**src/rtl/insert_sched.sv**
```systemverilog
// Window-granular round-robin scheduler sharing one bit-insertion unit among NREQ requesters.
// Optional build macro INSERT_SCHED_EARLY_REL_EN: end a burst at a window boundary once the holder drops iReq.
module insert_sched #(
    parameter int unsigned BITWIDTH  = 8,
    parameter int unsigned FBITWIDTH = 4,
    parameter int unsigned NREQ      = 4,
    parameter int unsigned WINLOG2   = 3,
    parameter int unsigned NWIN      = 2
) (
    input  logic                      iClk,
    input  logic                      iRst,
    input  logic [NREQ-1:0]           iReq,
    input  logic [NREQ*FBITWIDTH-1:0] iProb,
    input  logic [NREQ-1:0]           iBit,
    input  logic                      iIns,
    output logic                      oEn,
    output logic                      oClr,
    output logic [FBITWIDTH-1:0]      oProb,
    output logic [BITWIDTH-1:0]       oWindow,
    output logic [BITWIDTH-1:0]       oWINLOG2,
    output logic                      oA,
    output logic [NREQ-1:0]           oGnt,
    output logic [NREQ-1:0]           oDone,
    output logic                      oBit,
    output logic [NREQ-1:0]           oBitValid,
    output logic                      oBusy
);

    localparam int unsigned IW   = $clog2(NREQ);
    localparam int unsigned BW   = WINLOG2 + $clog2(NWIN + 1);
    localparam int unsigned NRUN = NWIN << WINLOG2;
    localparam logic [BW-1:0]       LAST   = BW'(NRUN - 1);
    localparam logic [BITWIDTH-1:0] WINDOW = BITWIDTH'(1 << WINLOG2);

    typedef enum logic [1:0] {IDLE, CLEAR, RUN, DRAIN} state_t;

    state_t                 state;
    logic [IW-1:0]          idx;
    logic [IW-1:0]          ptr;
    logic [BW-1:0]          bcnt;
    logic                   en_d;

    logic [FBITWIDTH-1:0]   prob_arr [NREQ];
    logic                   sel_vld;
    logic [IW-1:0]          sel_idx;
    logic [FBITWIDTH-1:0]   sel_prob;
    logic                   run_last;

    always_comb begin
        for (int unsigned i = 0; i < NREQ; i++) begin
            prob_arr[i] = iProb[i*FBITWIDTH +: FBITWIDTH];
        end
    end

    // Round-robin search starts just above the last granted index and wraps.
    always_comb begin
        int unsigned   c;
        logic [IW-1:0] c_idx;
        c        = 0;
        c_idx    = '0;
        sel_vld  = 1'b0;
        sel_idx  = '0;
        sel_prob = '0;
        for (int unsigned k = 1; k <= NREQ; k++) begin
            c     = ({{(32-IW){1'b0}}, ptr} + k) % NREQ;
            c_idx = IW'(c);
            if (!sel_vld && iReq[c_idx]) begin
                sel_vld  = 1'b1;
                sel_idx  = c_idx;
                sel_prob = prob_arr[c_idx];
            end
        end
    end

    always_comb begin
        run_last = (bcnt == LAST);
`ifdef INSERT_SCHED_EARLY_REL_EN
        if (!iReq[idx] && (&bcnt[WINLOG2-1:0])) begin
            run_last = 1'b1;
        end
`endif
    end

    always_ff @(posedge iClk or posedge iRst) begin
        if (iRst) begin
            state <= IDLE;
            idx   <= '0;
            ptr   <= IW'(NREQ - 1);
            bcnt  <= '0;
            en_d  <= 1'b0;
            oEn   <= 1'b0;
            oClr  <= 1'b0;
            oGnt  <= '0;
            oDone <= '0;
            oProb <= '0;
        end else begin
            en_d  <= oEn;
            oDone <= '0;
            case (state)
                IDLE: begin
                    if (sel_vld) begin
                        idx   <= sel_idx;
                        oProb <= sel_prob;
                        oGnt  <= NREQ'(1) << sel_idx;
                        oClr  <= 1'b1;
                        state <= CLEAR;
                    end
                end
                CLEAR: begin
                    oClr  <= 1'b0;
                    oEn   <= 1'b1;
                    bcnt  <= '0;
                    state <= RUN;
                end
                RUN: begin
                    bcnt <= bcnt + 1'b1;
                    if (run_last) begin
                        oEn   <= 1'b0;
                        oDone <= oGnt;
                        state <= DRAIN;
                    end
                end
                DRAIN: begin
                    // Grant is held through DRAIN so the last registered unit bit stays qualified.
                    ptr   <= idx;
                    oGnt  <= '0;
                    state <= IDLE;
                end
                default: state <= IDLE;
            endcase
        end
    end

    assign oA        = oEn & iBit[idx];
    assign oBitValid = oGnt & {NREQ{en_d}};
    assign oBit      = iIns;
    assign oBusy     = (state != IDLE);
    assign oWindow   = WINDOW;
    assign oWINLOG2  = BITWIDTH'(WINLOG2);

endmodule

```
**config.mk**
```make
export PLATFORM = sky130hd
export DESIGN_NAME = insert_sched
export DESIGN_NICKNAME = d
export VERILOG_FILES = /design/src/rtl/insert_sched.sv
export SDC_FILE = /design/constraint.sdc
export NUM_CORES = 1
export LEC_CHECK = 0
export CAP_MARGIN = 20
export CORE_ASPECT_RATIO = 0.8
export CORE_UTILIZATION = 55
export DETAILED_ROUTE_END_ITERATION = 16
export DONT_BUFFER_PORTS = 1
export PLACE_DENSITY = 0.73
export SLEW_MARGIN = 10
export SYNTH_ARGS = -nofsm -noshare
export SYNTH_HDL_FRONTEND = slang
export SYNTH_SLANG_ARGS = --single-unit
```
**constraint.sdc**
```tcl
create_clock -name iClk -period 1.96 [get_ports iClk]
set_clock_uncertainty 0.1 [all_clocks]
set_input_delay 0.49 -clock iClk [delete_from_list [all_inputs] [get_ports iClk]]
set_output_delay 0.49 -clock iClk [all_outputs]
set_load 0.005 [all_outputs]
```
==> impl_metrics.env <==
export IMPL_outcome="complete, but fails checks"
export IMPL_failed_checks="setup timing"
export IMPL_post_layout_total_power_mw=3.26
export IMPL_num_nets_final=254
export IMPL_power_report_internal_total_mw=2.00
export IMPL_hold_path_class="in2async"
export IMPL_ctsRootBufferMaster="sky130_fd_sc_hd__clkbuf_8"
export IMPL_synth_async_sr_flop_share=1.00
export IMPL_drive_above_1_share=0.279
export IMPL_pre_cts_slack_ns=-0.173
export IMPL_clk_pin_slew_ns=0.09
export IMPL_synth_cell_types=41
export IMPL_start_util=0.579
export IMPL_timing_critical_path_slowest_stage_cell="sky130_fd_sc_hd__dfstp_2"
export IMPL_crit_path_largest_cell_delay_ns=0.57
export IMPL_timing_critical_path_to_type="flip-flop"
export IMPL_die_h_um=56.0
export IMPL_postCtsHoldBufs=0
export IMPL_final_setup_viol_count=10
export IMPL_synth_cells_most_frequent="sky130_fd_sc_hd__dfrtp_1 (24), sky130_fd_sc_hd__nand2_1 (18), sky130_fd_sc_hd__buf_4 (17), sky130_fd_sc_hd__o21ai_0 (17), sky130_fd_sc_hd__inv_1 (16)"
export IMPL_fin_tns_setup_ns=-0.788
export IMPL_placeableCoreArea_um2=3470
export IMPL_ant_nets=0
export IMPL_power_per_cell_area_nw_per_um2=1460
export IMPL_rows=19
export IMPL_clock_sinks=26
export IMPL_boundaryPins=64
export IMPL_drt_iter0_markers=65
export IMPL_dr_pass1_iters=4
export IMPL_yosys_cell_count_top_type="sky130_fd_sc_hd__dfrtp_1"
export IMPL_setup_slack_ns=-0.171
export IMPL_routed_via_count=1590
export IMPL_finalHoldViolCount=0
export IMPL_grt_antenna_before_repair=0
export IMPL_fmax_mhz=469
export IMPL_cap_viol_max_count=0
export IMPL_sw_frac_of_total=0.387
export IMPL_critPathKind="reg2reg"
export IMPL_vdd_drop_max_v=0.000788
export IMPL_synth_edff_count=0
export IMPL_post_synth_inst_count=209
export IMPL_routed_via_density=6.09
export IMPL_synth_area_top_cells="sky130_fd_sc_hd__dfrtp_1 (30%), sky130_fd_sc_hd__mux4_2 (12%), sky130_fd_sc_hd__buf_4 (6.4%)"
export IMPL_syn_cell_area_um2=2010
export IMPL_comb_power_share=0.596
export IMPL_wirelength_routed_um=4400
export IMPL_synth_seq_cells=26
export IMPL_remaining_drc_errors=0
export IMPL_synth_warning_count=0
export IMPL_post_synth_top_area_cell="sky130_fd_sc_hd__dfrtp_1"
export IMPL_critical_path_buf_inv_count=0
export IMPL_gp_congestion=0.828
export IMPL_vias_in_the_first_global_route=1551
export IMPL_worstPathArrival_ns=2.22
export IMPL_critPathLaunchType="flip-flop"
export IMPL_sequential_cell_fraction_of_total_power=0.267
export IMPL_power_clock_fraction=0.137
export IMPL_area_growth_pct=11.2
export IMPL_die_w_um=69.6
export IMPL_grt_start_max_net_pins=27
export IMPL_sequential_element_share_of_the_synthesized_area=0.325
export IMPL_ys_dominant_reg_cell="sky130_fd_sc_hd__dfrtp_1"
export IMPL_path_cells="mux4_2, or3b_4, mux2_4, o31ai_4"
export IMPL_slew_viol_final=0
export IMPL_synth_area_per_cell_um2=9.61
export IMPL_switchingPower_mw=1.26
export IMPL_worstSkewPairLatency_ns=0.27
export IMPL_setup_repair_after_global_routing_missed_its_margin="true"
export IMPL_crit_path_max_fanout=3
export IMPL_crit_required_ns=2.05
export IMPL_finalHoldWorstSlack_ns=0.0584
export IMPL_period_needed_ns=2.13
export IMPL_seqCellArea_um2=653
export IMPL_grt_pass1_wl_um=7190
export IMPL_nFillCells=272
export IMPL_postLayoutCoreUtil=0.643
export IMPL_post_dp_hpwl_um=3230
export IMPL_power_leakage_nw=0.991
export IMPL_remaining_global_route_overflow=0
export IMPL_track_usage=0.232
export IMPL_critical_path_top_delay_family="multiplexers"
export IMPL_multi_input_area_um2=1210
export IMPL_tritoncts_clock_tree="yes"
export IMPL_h_tree_depth=1
export IMPL_clock_buffers_created_by_tritoncts=3
export IMPL_n_antenna_cell=0
export IMPL_design_die_area_um2=3900
export IMPL_portion_of_the_clock_cycle_consumed_by_the_worst_path_in_the_final_layout=1.09
export IMPL_placement_io_buffers=0
export IMPL_synth_top_cell_area_share=0.299
export IMPL_clk_path_buf_depth=2
export IMPL_detail_route_wl_per_cell_um=16.8
power groups by stage:
stage | sequential (mW) | combinational [mW] | clock, mW
after floorplan | 0.831 | 1.35 | 0
final | 0.870 | 1.94 | 0.445
after global routing | 0.897 | 2.14 | 0.468
after detailed placement | 0.883 | 1.69 | 0
after global placement | 0.873 | 1.63 | 0
after CTS | 0.873 | 1.78 | 0.452
layer usage:
layer	track usage	part of all wire	wire length, µm	vias up
met4	0.0641	0.014	61	0
met2	0.380	0.46	2040	64
met3	0.0652	0.072	317	9
li1	-	-	-	733
met1	0.303	0.45	1980	784
met5	0	0	0	-
flip-flops by register name, summed over array words and instances (netlist names):
signal and count:
oClr 1, oGnt 4, oProb 4, en_d 1
idx 2, bcnt 5, oDone 4, state 2
oEn 1, ptr 2
final timing paths:
| kind | start | endpoint | slack (ns) | cells after the start |
|---|---|---|---|---|
| min in group iClk | oEn$_DFFE_PP0P_ | en_d$_DFF_PP0_ | 0.39 | 0 |
| worst max register to register | ptr[1]$_DFFE_PP1P_ | oGnt[0]$_DFFE_PP0P_ | -0.17 | 4 |
| worst min-delay path | iRst | oProb[0]$_DFFE_PP0P_ | 0.06 | 2 |
| max in group asynchronous | iRst | ptr[0]$_DFFE_PP1P_ | 1.40 | 2 |
| worst max-delay path | ptr[1]$_DFFE_PP1P_ | oGnt[0]$_DFFE_PP0P_ | -0.17 | 4 |
| worst min register to register | oEn$_DFFE_PP0P_ | en_d$_DFF_PP0_ | 0.39 | 0 |
area by class of cell:
cell class	instances	share of cell area
clock buffers	3	0.0185
inverters	16	0.0269
multi-input cells	154	0.541
clock inverters	1	0.0134
flip-flops and latches	26	0.292
repair buffers	19	0.0846
well taps	42	0.0235
placed cells by master (no fill, tap or decap), drive strengths merged, types with 3 or more instances in the layout:
cell type,instances
mux2,8
clkbuf,4
buf,18
a21oi,8
and2,5
nor2,10
or2,6
inv,16
nand2,18
mux2i,5
o221a,4
o21ai,19
dfrtp,24
nor2b,5
conb,16
and3,5
ha,7
o31ai,3
a32oi,4
nand3,4
mux4,11
stage by stage:
stage | std cells | cell area (µm²)
3_3_place_gp | 252 | 2050
6_report | 261 | 2230
3_5_place_dp | 252 | 2050
5_1_grt | 261 | 2230
4_1_cts | 258 | 2160
2_1_floorplan | 223 | 2060
logic make-up after synthesis:
logic type      after synthesis  share of synthesized area
other cells                   2                    0.00374
simple gates                 61                      0.160
flops                        26                      0.325
buf+inv                      43                      0.119
fa+ha+maj                     7                     0.0436
mux                          24                      0.195
compound gates               46                      0.154
timing repair:
item | CTS | global route
pin swaps | 4 | 2
setup buffers | 2 | 2
endpoints found under the hold margin | 0 | 0
cloned | 0 | 1
resized for setup | 5 | 7
setup endpoints to repair | 10 | 10
Note: power is estimated with default switching activity, not from simulation.
